--- src/rtl/ps2_digit_key_sender_if.sv ---
// Request/status and PS/2 line bundle for the digit keystroke sender.
// The master side issues start/digit; the slave side reports status and drives the PS/2 lines.
interface ps2_digit_key_sender_if;
    logic       start;
    logic [3:0] digit;
    logic       busy;
    logic       done;
    logic       err;
    logic       ps2_clk;
    logic       ps2_dat;

    modport master (output start, digit, input busy, done, err, ps2_clk, ps2_dat);
    modport slave  (input start, digit, output busy, done, err, ps2_clk, ps2_dat);
endinterface

--- src/rtl/ps2_digit_key_sender.sv ---
// Device-side PS/2 keyboard emulator: sends make, F0, make for one decimal digit.
// state | meaning
// IDLE  | waiting for start; rejects digits above 9 with an err pulse
// SEND  | shifting one 11-bit frame, 2*CLK_DIV cycles per bit
// GAP   | inter-byte pause of 4*CLK_DIV cycles, lines held high
// DONE  | single-cycle completion pulse
module ps2_digit_key_sender #(
    parameter int CLK_DIV = 2500,
    parameter bit NUMPAD  = 1'b0
) (
    input  logic                  CLOCK_50,
    input  logic                  resetn,
    ps2_digit_key_sender_if.slave bus
);
    localparam int CW = $clog2(4 * CLK_DIV);
    localparam logic [CW-1:0] HALF     = CW'(CLK_DIV);
    localparam logic [CW-1:0] BIT_LAST = CW'(2 * CLK_DIV - 1);
    localparam logic [CW-1:0] GAP_LAST = CW'(4 * CLK_DIV - 1);

    typedef enum logic [1:0] {S_IDLE, S_SEND, S_GAP, S_DONE} state_t;

    state_t          r_state, w_state_nxt;
    logic [CW-1:0]   r_cnt, w_cnt_nxt;
    logic [3:0]      r_bit, w_bit_nxt;
    logic [1:0]      r_byte, w_byte_nxt;
    logic [7:0]      r_code, w_code_nxt;
    logic            r_err, w_err_nxt;
    logic            r_ps2_clk, w_clk_nxt;
    logic            r_ps2_dat, w_dat_nxt;
    logic [7:0]      w_make;
    logic [7:0]      w_byte_val;
    logic [10:0]     w_frame;

    always_comb begin
        w_make = 8'h00;
        if (NUMPAD) begin
            case (bus.digit)
                4'd0: w_make = 8'h70;
                4'd1: w_make = 8'h69;
                4'd2: w_make = 8'h72;
                4'd3: w_make = 8'h7A;
                4'd4: w_make = 8'h6B;
                4'd5: w_make = 8'h73;
                4'd6: w_make = 8'h74;
                4'd7: w_make = 8'h6C;
                4'd8: w_make = 8'h75;
                4'd9: w_make = 8'h7D;
                default: w_make = 8'h00;
            endcase
        end else begin
            case (bus.digit)
                4'd0: w_make = 8'h45;
                4'd1: w_make = 8'h16;
                4'd2: w_make = 8'h1E;
                4'd3: w_make = 8'h26;
                4'd4: w_make = 8'h25;
                4'd5: w_make = 8'h2E;
                4'd6: w_make = 8'h36;
                4'd7: w_make = 8'h3D;
                4'd8: w_make = 8'h3E;
                4'd9: w_make = 8'h46;
                default: w_make = 8'h00;
            endcase
        end
    end

    always_comb begin
        w_state_nxt = r_state;
        w_cnt_nxt   = r_cnt;
        w_bit_nxt   = r_bit;
        w_byte_nxt  = r_byte;
        w_code_nxt  = r_code;
        w_err_nxt   = 1'b0;
        case (r_state)
            S_IDLE: begin
                if (bus.start) begin
                    if (bus.digit <= 4'd9) begin
                        w_state_nxt = S_SEND;
                        w_code_nxt  = w_make;
                        w_byte_nxt  = 2'd0;
                        w_bit_nxt   = 4'd0;
                        w_cnt_nxt   = '0;
                    end else begin
                        w_err_nxt = 1'b1;
                    end
                end
            end
            S_SEND: begin
                if (r_cnt == BIT_LAST) begin
                    w_cnt_nxt = '0;
                    if (r_bit == 4'd10) begin
                        w_bit_nxt   = 4'd0;
                        w_state_nxt = (r_byte == 2'd2) ? S_DONE : S_GAP;
                    end else begin
                        w_bit_nxt = r_bit + 4'd1;
                    end
                end else begin
                    w_cnt_nxt = r_cnt + 1'b1;
                end
            end
            S_GAP: begin
                if (r_cnt == GAP_LAST) begin
                    w_cnt_nxt   = '0;
                    w_byte_nxt  = r_byte + 2'd1;
                    w_state_nxt = S_SEND;
                end else begin
                    w_cnt_nxt = r_cnt + 1'b1;
                end
            end
            S_DONE: begin
                w_state_nxt = S_IDLE;
                w_byte_nxt  = 2'd0;
            end
            default: w_state_nxt = S_IDLE;
        endcase

        // Line levels are computed for the coming cycle so both pins come straight off flops.
        w_byte_val = (w_byte_nxt == 2'd1) ? 8'hF0 : w_code_nxt;
        w_frame    = {1'b1, ~(^w_byte_val), w_byte_val, 1'b0};
        w_clk_nxt  = 1'b1;
        w_dat_nxt  = 1'b1;
        if (w_state_nxt == S_SEND) begin
            w_clk_nxt = (w_cnt_nxt < HALF);
            w_dat_nxt = w_frame[w_bit_nxt];
        end
    end

    always_ff @(posedge CLOCK_50 or negedge resetn) begin
        if (!resetn) begin
            r_state   <= S_IDLE;
            r_cnt     <= '0;
            r_bit     <= 4'd0;
            r_byte    <= 2'd0;
            r_code    <= 8'h00;
            r_err     <= 1'b0;
            r_ps2_clk <= 1'b1;
            r_ps2_dat <= 1'b1;
        end else begin
            r_state   <= w_state_nxt;
            r_cnt     <= w_cnt_nxt;
            r_bit     <= w_bit_nxt;
            r_byte    <= w_byte_nxt;
            r_code    <= w_code_nxt;
            r_err     <= w_err_nxt;
            r_ps2_clk <= w_clk_nxt;
            r_ps2_dat <= w_dat_nxt;
        end
    end

    assign bus.busy    = (r_state == S_SEND) || (r_state == S_GAP);
    assign bus.done    = (r_state == S_DONE);
    assign bus.err     = r_err;
    assign bus.ps2_clk = r_ps2_clk;
    assign bus.ps2_dat = r_ps2_dat;
endmodule

--- src/flat_wrapper.sv ---
// flat-port wrapper written by rule: the top's interface ports become plain ports
module ps2_digit_key_sender_flat 
#(
    parameter int CLK_DIV = 2500,
    parameter bit NUMPAD  = 1'b0
)
  (CLOCK_50, resetn, bus_start, bus_digit, bus_busy, bus_done, bus_err, bus_ps2_clk, bus_ps2_dat);
  ps2_digit_key_sender_if bus_i ();
  input  logic CLOCK_50;
  input  logic resetn;
  input wire logic [$bits(bus_i.start)-1:0] bus_start;
  input wire logic [$bits(bus_i.digit)-1:0] bus_digit;
  output wire logic [$bits(bus_i.busy)-1:0] bus_busy;
  output wire logic [$bits(bus_i.done)-1:0] bus_done;
  output wire logic [$bits(bus_i.err)-1:0] bus_err;
  output wire logic [$bits(bus_i.ps2_clk)-1:0] bus_ps2_clk;
  output wire logic [$bits(bus_i.ps2_dat)-1:0] bus_ps2_dat;
  assign bus_i.start = bus_start;
  assign bus_i.digit = bus_digit;
  assign bus_busy = bus_i.busy;
  assign bus_done = bus_i.done;
  assign bus_err = bus_i.err;
  assign bus_ps2_clk = bus_i.ps2_clk;
  assign bus_ps2_dat = bus_i.ps2_dat;
  ps2_digit_key_sender #(.CLK_DIV(CLK_DIV), .NUMPAD(NUMPAD)) u_core (.CLOCK_50(CLOCK_50), .resetn(resetn), .bus(bus_i));
endmodule
--- config.mk ---
export PLATFORM = sky130hd
export DESIGN_NAME = ps2_digit_key_sender_flat
export DESIGN_NICKNAME = d
export VERILOG_FILES = /design/src/rtl/ps2_digit_key_sender_if.sv /design/src/rtl/ps2_digit_key_sender.sv /design/src/flat_wrapper.sv
export SDC_FILE = /design/constraint.sdc
export NUM_CORES = 1
export LEC_CHECK = 0
export CAP_MARGIN = 0
export CORE_ASPECT_RATIO = 1.25
export CORE_MARGIN = 2
export CORE_UTILIZATION = 38
export DETAILED_ROUTE_END_ITERATION = 8
export PLACE_DENSITY = 0.52
export SYNTH_ARGS = -nofsm -noshare
export SYNTH_HDL_FRONTEND = slang
export SYNTH_SLANG_ARGS = --single-unit
--- constraint.sdc ---
create_clock -name CLOCK_50 -period 2.9 [get_ports CLOCK_50]
set_clock_uncertainty 0.1 [all_clocks]
set_input_delay 0.58 -clock CLOCK_50 [delete_from_list [all_inputs] [get_ports CLOCK_50]]
set_output_delay 0.58 -clock CLOCK_50 [all_outputs]
set_load 0.005 [all_outputs]
==> flow_summary.json <==
{
  "io_buffers": 11,
  "num-fill-cells": 612,
  "clk_pin_slew_worst_paths_ns": 0.08,
  "fmax_mhz": 360,
  "synth_top_cells_by_area": "dfrtp_1, ha_1, o21ai_0, a21oi_1, nand2_1",
  "viasPerCell": 5.41,
  "peakVddDrop_uv": 246,
  "initialDrtViolationCount": 52,
  "worstSetupEndpointType": "flip-flop",
  "fin_crit_ns": 2.78,
  "drv_slew": 0,
  "insertion_delay_ns": 0.29,
  "routed_wl_um": 6160,
  "relSlewSlack_pct": 63.1,
  "num_antenna_cells": 0,
  "worstSetupPathType": "primary input to flip-flop",
  "die_y_um": 93.3,
  "crit_arrival_ns": 2.90,
  "path_cells": "clkdlybuf4s50_1 -> buf_4 -> nor2_1 -> o21ai_0 -> a22oi_2 -> xnor3_1 -> xnor2_2 -> and3b_1 -> o31a_1 -> o211ai_2",
  "seq_area_um2": 828,
  "gp_congestion": 0.865,
  "final_common_cell": "buf_4",
  "setup_violations": 0,
  "syn_inst": 272,
  "grt_pass1_wl_um": 10600,
  "die-area_um2": 7040,
  "synth-seq-area-share_pct": 34.2,
  "powerDensity_nw_per_um2": 664,
  "syn_area_um2": 2420,
  "hold_viol": 0,
  "io_pins": 12,
  "wl_per_cell_um": 15.0,
  "post-place-ws_ns": -0.416,
  "synth_edf_count": 0,
  "worst_slack_ns": 0.119,
  "hp-class": "flip-flop to flip-flop",
  "worstSetupStartpointType": "primary input",
  "cp_top_family": "compound AO/OA/AOI/OAI gates",
  "postSynth.asyncResetShare_pct": 100,
  "critPathRequiredTime_ns": 3.02,
  "syn2layout_area_growth_pct": 30.0,
  "status": "complete, no violations",
  "tritoncts": "built",
  "dp_hpwl_um": 4620,
  "total_power_w": 0.00209,
  "initial_core_util_pct": 39.3,
  "multiInputGateArea_um2": 1610,
  "place_area_um2": 2940,
  "ys_warn_count": 0,
  "die_w_um": 75.4,
  "design.core.area_um2": 6170,
  "post-route-util_pct": 51.1,
  "max_cap_violations": 0,
  "final_area_um2": 3150,
  "synth-main-ff-cell": "dfrtp_1",
  "vias": 2225,
  "yosys.area.top_type": "dfrtp_1",
  "numCtsBuffers": 5,
  "track_usage_pct": 19.7,
  "drc": 0,
  "synth_top_area_share_pct": 32.0,
  "clock_path_buffers": 2,
  "syn-num-nets": 291,
  "drtAntennaViolNets": 0,
  "synth_seq_cells": 33,
  "dr.pass1.iters": 4,
  "grt_max_degree": 34,
  "rows": 32,
  "worst-path-buf-inv": 2,
  "cts_sinks": 33,
  "period_share_pct": 95.9,
  "layout_common_cells": "buf_4, dfrtp_1, o21ai_0",
  "worst_pin_slew_ns": 0.547,
  "syn_avg_cell_area_um2": 8.91,
  "cts_setup_buffers": 0,
  "htree_levels": 2,
  "slowest_delay_ns": 0.53,
  "grt-ovfl-total": 0,
  "antenna_found_initial": 0,
  "slowest_stage": "clkdlybuf4s50_1",
  "final_nets": 344,
  "grt_pass1_vias": 2203,
  "worstPathMaxFanout": 7,
  "final_layout_size_suffix_gt1_share_pct": 28.2,
  "yosysUniqueCellTypes": 63,
  "cts-root-buf": "clkbuf_8",
  "setup_tns_ns": 0,
  "power_leakage_nw": 1.41
}
==> repair_timing <==
| action | 4_1_cts | 5_1_grt |
|---|---|---|
| resized for setup | 8 | 17 |
| hold buffers | 0 | 0 |
| pin swaps | 1 | 2 |
| setup endpoints to repair | 1 | 2 |
==> layout make-up <==
class / count / share of cell area (%)
Clock buffer: 5 / 2.18
Sequential cell: 33 / 26.3
Timing Repair Buffer: 57 / 14.6
Clock inverter: 3 / 0.556
Tap cell: 85 / 3.37
Inverter: 16 / 1.91
Multi-Input combinational cell: 212 / 51.1
==> cells by family (layout without fill, tap and decap cells) <==
kind of cell | count (synthesis) | after routing | share of synthesized area, %
simple gates | 99 | 99 | 24.0
compound gates | 86 | 86 | 24.6
flops | 33 | 33 | 34.2
buf+inv | 27 | 81 | 4.34
fa+ha+maj | 12 | 12 | 6.19
mux | 10 | 10 | 4.34
xor+xnor | 5 | 5 | 2.38
==> stage by stage <==
stage	std cells	hold WS, ns
final	411	0.415
after global routing	411	0.457
after CTS	411	0.420
after detailed placement	403	0.405
after global placement	403	0.395
after floorplan	272	0.184
==> worst paths after layout <==
kind                                                  start                            to  slack (ns)  cells after the start
worst max-delay path                           bus_digit[2]  u_core.bus.ps2_dat$_DFF_PN1_        0.12                     10
worst min-delay path            u_core.r_cnt[1]$_DFFE_PN0P_   u_core.r_cnt[1]$_DFFE_PN0P_        0.42                      2
worst max register to register  u_core.r_cnt[0]$_DFFE_PN0P_  u_core.bus.ps2_clk$_DFF_PN1_        0.16                      9
worst min register to register  u_core.r_cnt[1]$_DFFE_PN0P_   u_core.r_cnt[1]$_DFFE_PN0P_        0.42                      2
max in group asynchronous                            resetn  u_core.bus.ps2_clk$_DFF_PN1_        1.75                      2
min in group asynchronous                            resetn      u_core.bus.err$_DFF_PN0_        0.60                      2
==> worst min-delay path, stage by stage (launching register included) <==
cell     delay, ns
dfrtp_1       0.37
nand2_1       0.06
o31ai_1       0.05
==> sequential cells by signal, summed over array words and instances (netlist names) <==
register / count
u_core.bus.err: 1
u_core.bus.ps2_clk: 1
u_core.bus.ps2_dat: 1
u_core.r_bit: 4
u_core.r_byte: 2
u_core.r_cnt: 14
u_core.r_code: 8
u_core.r_state: 2
==> report_power, final <==
group / switching (W) / leakage [nW] / internal [W] / total, W
registers: 0.0000647 / 0.438 / 0.000555 / 0.000619
logic: 0.000550 / 0.924 / 0.000573 / 0.00112
clock network: 0.000183 / 0.0439 / 0.000166 / 0.000349
==> routing by layer <==
layer / track usage [%] / wire length (um) / vias to the layer above
met5: 0 / 0 / -
met3: 2.80 / 125 / 6
met2: 36.6 / 3460 / 28
met1: 22.3 / 2500 / 1078
li1: - / - / 1113
met4: 6.29 / 76 / 0
==> cell usage after synthesis (2+ instances only) <==
cell type and number:
a211o_1 2, a21o_1 7, a21oi_1 16, a22o_1 4, a22oi_1 2, a32oi_1 2
and2_1 3, and3_1 7, buf_2 3, clkbuf_1 8, dfrtp_1 31, dfstp_2 2
ha_1 12, inv_1 15, mux2_2 4, mux2i_1 6, nand2_1 21, nand2b_1 9
nand3_1 10, nand3b_1 2, nor2_1 13, nor3_1 11, nor4_1 4, nor4_2 2
o21a_1 2, o21ai_0 23, o21ai_1 2, o21bai_1 3, o31a_1 3, o31ai_1 4
o32ai_1 2, o41ai_1 2, or2_2 2, or4_1 2, xnor2_1 3
Power figures use the tool's default switching activity.
